<file path="config.mk">
export PLATFORM = sky130hd
export DESIGN_NAME = vga_scan_scheduler
export DESIGN_NICKNAME = d
export VERILOG_FILES = /design/src/rtl/vga_scan_scheduler.sv
export SDC_FILE = /design/constraint.sdc
export NUM_CORES = 1
export LEC_CHECK = 0
export CAP_MARGIN = 30
export CORE_UTILIZATION = 50
export CTS_BUF_LIST = sky130_fd_sc_hd__clkbuf_8
export CTS_CLUSTER_DIAMETER = 30
export DETAILED_ROUTE_END_ITERATION = 12
export PLACE_DENSITY = 0.83
export SYNTH_ARGS = -nofsm -noshare
export SYNTH_HDL_FRONTEND = slang
export SYNTH_SLANG_ARGS = --single-unit
</file>
<file path="constraint.sdc">
create_clock -name clk_25MHz -period 7.03 [get_ports clk_25MHz]
set_input_delay 1.406 -clock clk_25MHz [delete_from_list [all_inputs] [get_ports clk_25MHz]]
set_output_delay 1.406 -clock clk_25MHz [all_outputs]
set_load 0.1 [all_outputs]
</file>
<file path="src/rtl/vga_scan_scheduler.sv">
// VGA raster sequencer: h/v counters, registered sync/blank/pixel decode, and the
// sample-RAM arbiter that lends the RAM to acquisition only during vertical blanking.
module vga_scan_scheduler #(
    parameter int H_ACTIVE    = 640,
    parameter int H_FP        = 16,
    parameter int H_SYNC      = 96,
    parameter int H_BP        = 48,
    parameter int V_ACTIVE    = 480,
    parameter int V_FP        = 10,
    parameter int V_SYNC      = 2,
    parameter int V_BP        = 33,
    parameter int SYNC_ACTIVE = 0
) (
    input  logic        clk_25MHz,
    input  logic        rst,
    input  logic        enable,
    output logic [15:0] h_count,
    output logic [15:0] v_count,
    output logic        hsync,
    output logic        vsync,
    output logic        video_on,
    output logic [9:0]  pixel_x,
    output logic [9:0]  pixel_y,
    output logic        line_end,
    output logic        frame_end,
    input  logic        acq_req,
    input  logic        acq_done,
    output logic        acq_grant,
    output logic        acq_abort
);

    localparam logic [15:0] H_LAST   = 16'(H_ACTIVE + H_FP + H_SYNC + H_BP - 1);
    localparam logic [15:0] V_LAST   = 16'(V_ACTIVE + V_FP + V_SYNC + V_BP - 1);
    localparam logic [15:0] H_VIS    = 16'(H_ACTIVE);
    localparam logic [15:0] V_VIS    = 16'(V_ACTIVE);
    localparam logic [15:0] HS_FIRST = 16'(H_ACTIVE + H_FP);
    localparam logic [15:0] HS_LAST  = 16'(H_ACTIVE + H_FP + H_SYNC - 1);
    localparam logic [15:0] VS_FIRST = 16'(V_ACTIVE + V_FP);
    localparam logic [15:0] VS_LAST  = 16'(V_ACTIVE + V_FP + V_SYNC - 1);
    localparam logic        SYNC_ON  = (SYNC_ACTIVE != 0);

    typedef enum logic [1:0] {IDLE, WAIT_VB, GRANT, DONE} arb_state_t;

    arb_state_t state, state_nxt;
    logic       abort_nxt;
    logic       h_last, v_last, visible, in_hs, in_vs, grant_window;

    assign h_last       = (h_count == H_LAST);
    assign v_last       = (v_count == V_LAST);
    assign visible      = (h_count < H_VIS) && (v_count < V_VIS);
    assign in_hs        = (h_count >= HS_FIRST) && (h_count <= HS_LAST);
    assign in_vs        = (v_count >= VS_FIRST) && (v_count <= VS_LAST);
    // Last blank line is excluded so the grant is always gone before line 0 is drawn.
    assign grant_window = (v_count >= V_VIS) && (v_count < V_LAST);

    always_ff @(posedge clk_25MHz) begin
        if (rst || !enable) begin
            h_count <= '0;
            v_count <= '0;
        end else if (h_last) begin
            h_count <= '0;
            v_count <= v_last ? 16'd0 : v_count + 16'd1;
        end else begin
            h_count <= h_count + 16'd1;
        end
    end

    always_ff @(posedge clk_25MHz) begin
        if (rst || !enable) begin
            hsync     <= !SYNC_ON;
            vsync     <= !SYNC_ON;
            video_on  <= 1'b0;
            pixel_x   <= '0;
            pixel_y   <= '0;
            line_end  <= 1'b0;
            frame_end <= 1'b0;
        end else begin
            hsync     <= in_hs ? SYNC_ON : !SYNC_ON;
            vsync     <= in_vs ? SYNC_ON : !SYNC_ON;
            video_on  <= visible;
            pixel_x   <= visible ? h_count[9:0] : 10'd0;
            pixel_y   <= visible ? v_count[9:0] : 10'd0;
            line_end  <= h_last;
            frame_end <= h_last && v_last;
        end
    end

    always_ff @(posedge clk_25MHz) begin
        if (rst) begin
            state     <= IDLE;
            acq_abort <= 1'b0;
        end else begin
            state     <= state_nxt;
            acq_abort <= abort_nxt;
        end
    end

    always_comb begin
        state_nxt = state;
        abort_nxt = 1'b0;
        if (!enable) begin
            state_nxt = IDLE;
            abort_nxt = (state == GRANT);
        end else begin
            case (state)
                IDLE:    if (acq_req) state_nxt = WAIT_VB;
                WAIT_VB: begin
                    if (!acq_req)          state_nxt = IDLE;
                    else if (grant_window) state_nxt = GRANT;
                end
                GRANT: begin
                    if (acq_done) begin
                        state_nxt = DONE;
                    end else if (v_last && h_count == 16'd0) begin
                        state_nxt = DONE;
                        abort_nxt = 1'b1;
                    end
                end
                DONE:    if (h_last && v_last) state_nxt = IDLE;
                default: state_nxt = IDLE;
            endcase
        end
    end

    assign acq_grant = (state == GRANT);

endmodule

</file>
* Word-level counts from Yosys, hierarchy flattened
Index checks and enable logic that the tools add are counted.
Word-level totals: register bits after elaboration 60, input port bits 5
Cells by class: muxes and demuxes 14, reductions and logical operators 14, order comparisons 8, bitwise operators 2, eq/ne operators 9, $add $sub $neg 2
Operator list (count):
- $add 16x1->16 const B | 2
- $eq 16x10->1 const B | 2
- $ge 16x9->1 const B | 2
- $lt 16x10->1 const B | 2
- $ge 16x10->1 const B | 1
- $le 16x10->1 const B | 1
- $le 16x9->1 const B | 1
- $logic_not 16->1 | 1
- $lt 16x9->1 const B | 1
- $mux 16 | 1
- $mux 2 | 6
- $pmux 2 s4 | 1
- $logic_and 1x1->1 | 6
- $mux 1 | 6
- $reduce_or 2->1 | 3
- $eq 2x2->1 const B | 2
- $ne 2x2->1 const B | 2
- $reduce_and 4->1 | 1
- $ne 3x2->1 const B | 1
- $ne 3x3->1 const B | 1
- $eq 2x1->1 const B | 1
- $logic_not 2->1 | 1
- $not 1->1 | 2
- $logic_not 1->1 | 1
- $logic_or 1x1->1 | 1

* Depth between registers and ports, before layout
depth after elaboration 6, mapped depth 9, gate-level depth less buffers 6

* Worst setup path before layout
No wires, ideal clock.
path type reg2out, start reg (tool-made name), end out acq_grant, slack 3.852 ns, stages on the path, launching flop included 2, arrival time 1.772 ns, cell sequence dfxtp_1 > nor2b_1
RTL lines:
- to (decl) | line 28 | output logic acq_grant,

==> results.tsv <==
stage	metric	value	unit
run_status	status	finished clean	
synthesis	Syn Inst Count	295	
placed_design	Placed Cells incl. Taps	406	
clock_network	clock-pin slew on the worst setup and hold paths	0.06	ns
clock_network	htree depth	3	
synthesis	post-synthesis cell area	0.00260	sq mm
synthesis	Post-synth EDFFs	0	
setup_path	worst r2r src	h_count[0]$_SDFF_PP0_	
run	maxcap violations	0	
floorplan	Initial Util	53.5	%
timing	TNS Setup	0	ns
clock_network	clock sink count	60	
synthesis	cell taking the most area after synthesis	dfxtp_1	
floorplan	die extent in x	74.1	um
routing	drt pass-1 iters	5	
finish	Final nets	361	
routing	Post-Route WL	6.10	mm
synthesis	post-synth cell types	38	
setup_path	crit path kind	reg -> out	
finish	fillers	382	
placed_design	Port Buffers	63	
timing	Final Cycle Share	49.7	%
clock_network	TritonCTS clock tree	done	
timing	Fmax	286	MHz
synthesis	Synth Register Bits	60	
clock_network	CTS Hold Bufs	0	
timing	Worst-Margin Slew	0.984	ns
finish	share of cells above drive strength 1	5.34	%
synthesis	Top FF cell, synth	dfxtp_1	
setup_path	data required time of the critical path	5.62	ns
clock_network	root buffer cell	clkbuf_8	
pwr	peak supply drop	0.122	mV
placed_design	detailed placement HPWL	4.07	mm
placed_design	Final Wtd Congestion	0.820	
clock_network	clock buffer depth	2	
synthesis	top-count cell post-synth	dfxtp_1	
synthesis	sequential-to-total area share from yosys stat	46.3	%
floorplan	Rows	25	
floorplan	Core Footprint	0.00485	sq mm
synthesis	post-synth net total	305	
synthesis	Synth area leaders	dfxtp_1, and2_1, a21oi_1	
floorplan	# IOs	64	
clock_network	CTS-repair resized insts	0	
timing	Setup-failing EPs final	0	
min_path	hold_sp	v_count[15]$_SDFFE_PP0P_	
global_route	GRT overflow	0	
timing	Clock Skew	0.00713	ns
routing	DRC viols	0	
timing	final hold violation count	0	
routing	vias	2395	
min_path	Hold WC Path Type	reg -> reg	
global_route	vias in the first global route	2134	
floorplan	die area	0.00548	sq mm
timing	max-slew violation count	0	
timing	Final WS setup	3.54	ns
global_route	pin count of the biggest net entering global routing	36	
routing	initial drt markers	139	
clock_network	Skew-Pair Late Insertion Delay	0.33	ns
global_route	Tot GR Track Use	23.9	%
routing	wire length per cell	14.4	um
timing	RSZ-0062 raised after global routing	no	
synthesis	Synth Warn #	0	
setup_path	Critical Path End Type	output pin	
finish	fin cells	423	
pwr	Power Density	194	mW/mm^2
global_route	initial antenna violation count	0	
synthesis	post-synth top area share	46.3	%
timing	max_slew headroom	34.2	%
clock_network	total setup buffers inserted after CTS	0	
routing	vias per cell	5.66	
global_route	global-route wire length before repair	9.98	mm
setup_path	Critical Path AT	2.09	ns
floorplan	DIE HEIGHT	74.1	um
setup_path	startpoint types	flip-flop	
synthesis	Commonest cells post-synth	dfxtp_1, and2_1, nor2_1	
placed_design	pre-CTS setup slack	3.89	ns
synthesis	Mean Syn Cell Area	8.80	sq um
finish	Antenna Cells	0	
routing	post-route ant nets	0	
synthesis	asr flop ratio synth	0	%
setup_path	worst-path fanout max	6	
clock_network	CTS Buf Count	9	
timing	min cycle time layout	3.49	ns
finish	Area growth syn-to-layout	31.2	%
pwr	Pleak	1.16	nW
kinds of logic (layout without fill, tap and decap cells):
logic type      count (synthesis)  count (layout)  share of synthesized area [%]
compound gates                 44              44                           10.1
xor+xnor                       11              11                           3.71
fa+ha+maj                       5               5                           2.41
buf+inv                        32              93                           5.88
flops                          60              60                           46.3
mux                             1               1                          0.386
other cells                     1               1                          0.144
simple gates                  141             141                           31.1
cells in the final DEF (no fill, tap or decap), drive strengths merged, types with 7 or more instances in the layout:
master         count
clkdlybuf4s50     63
nand3             13
a21oi             18
xnor2              9
o31ai              7
nor2              21
o21ai             13
or3               15
nand4              7
inv               14
and2              21
dfxtp             60
nor4               9
nand2             20
clkbuf             9
or4               13
stage by stage:
stage               power [mW]  cell area, sq um  utilization (%)  hold slack (ns)
detailed placement       0.375              3210             66.1            0.517
finish                   0.663              3410             70.3            0.531
global placement         0.375              3210             66.1            0.496
floorplan                0.368              2600                -            0.550
global route             0.683              3410             70.3            0.571
CTS                      0.666              3400             70.1            0.531
critical path: stages, from the launching register on:
cell and delay (ns):
dfxtp_1 0.40, nor2b_1 0.20, clkdlybuf4s50_1 1.16
registers in the layout, summed over array words and instances, names as in the netlist, named ones only:
signal	flops
hsync	1
pixel_x	10
frame_end	1
pixel_y	10
h_count	16
v_count	16
vsync	1
video_on	1
acq_abort	1
line_end	1
state	1
worst paths after layout:
path                                                 end  slack [ns]  cells past startpoint
worst max-delay path                           acq_grant        3.54                      2
worst min-delay path            v_count[15]$_SDFFE_PP0P_        0.53                      2
worst max register to register   v_count[9]$_SDFFE_PP0P_        4.47                      5
worst min register to register  v_count[15]$_SDFFE_PP0P_        0.53                      2
routing by layer:
metal  GRT usage (%)  wire length (um)  vias to the layer above
li1                -                 -                     1156
met1            32.6              2730                     1116
met2            36.2              2830                      110
met3            3.93               438                       13
met4            12.6               104                        0
met5               0                 0                        -
report_power, final:
part           switching (mW)  internal (mW)  leakage [nW]
Combinational          0.0183        0.00668         0.579
Sequential            0.00145          0.342         0.484
Clock                   0.133          0.162         0.100
Total                   0.152          0.510          1.16
final cells by class:
type,instances,area (sq um),area share [%]
multi-input combinational,203,1240,36.5
sequential,60,1200,35.3
clock buffer,9,124,3.64
tap,67,83.8,2.46
clock inverter,7,68.8,2.02
inverter,13,48.8,1.43
timing repair buffer,64,638,18.7
Power figures use the tool's default switching activity.
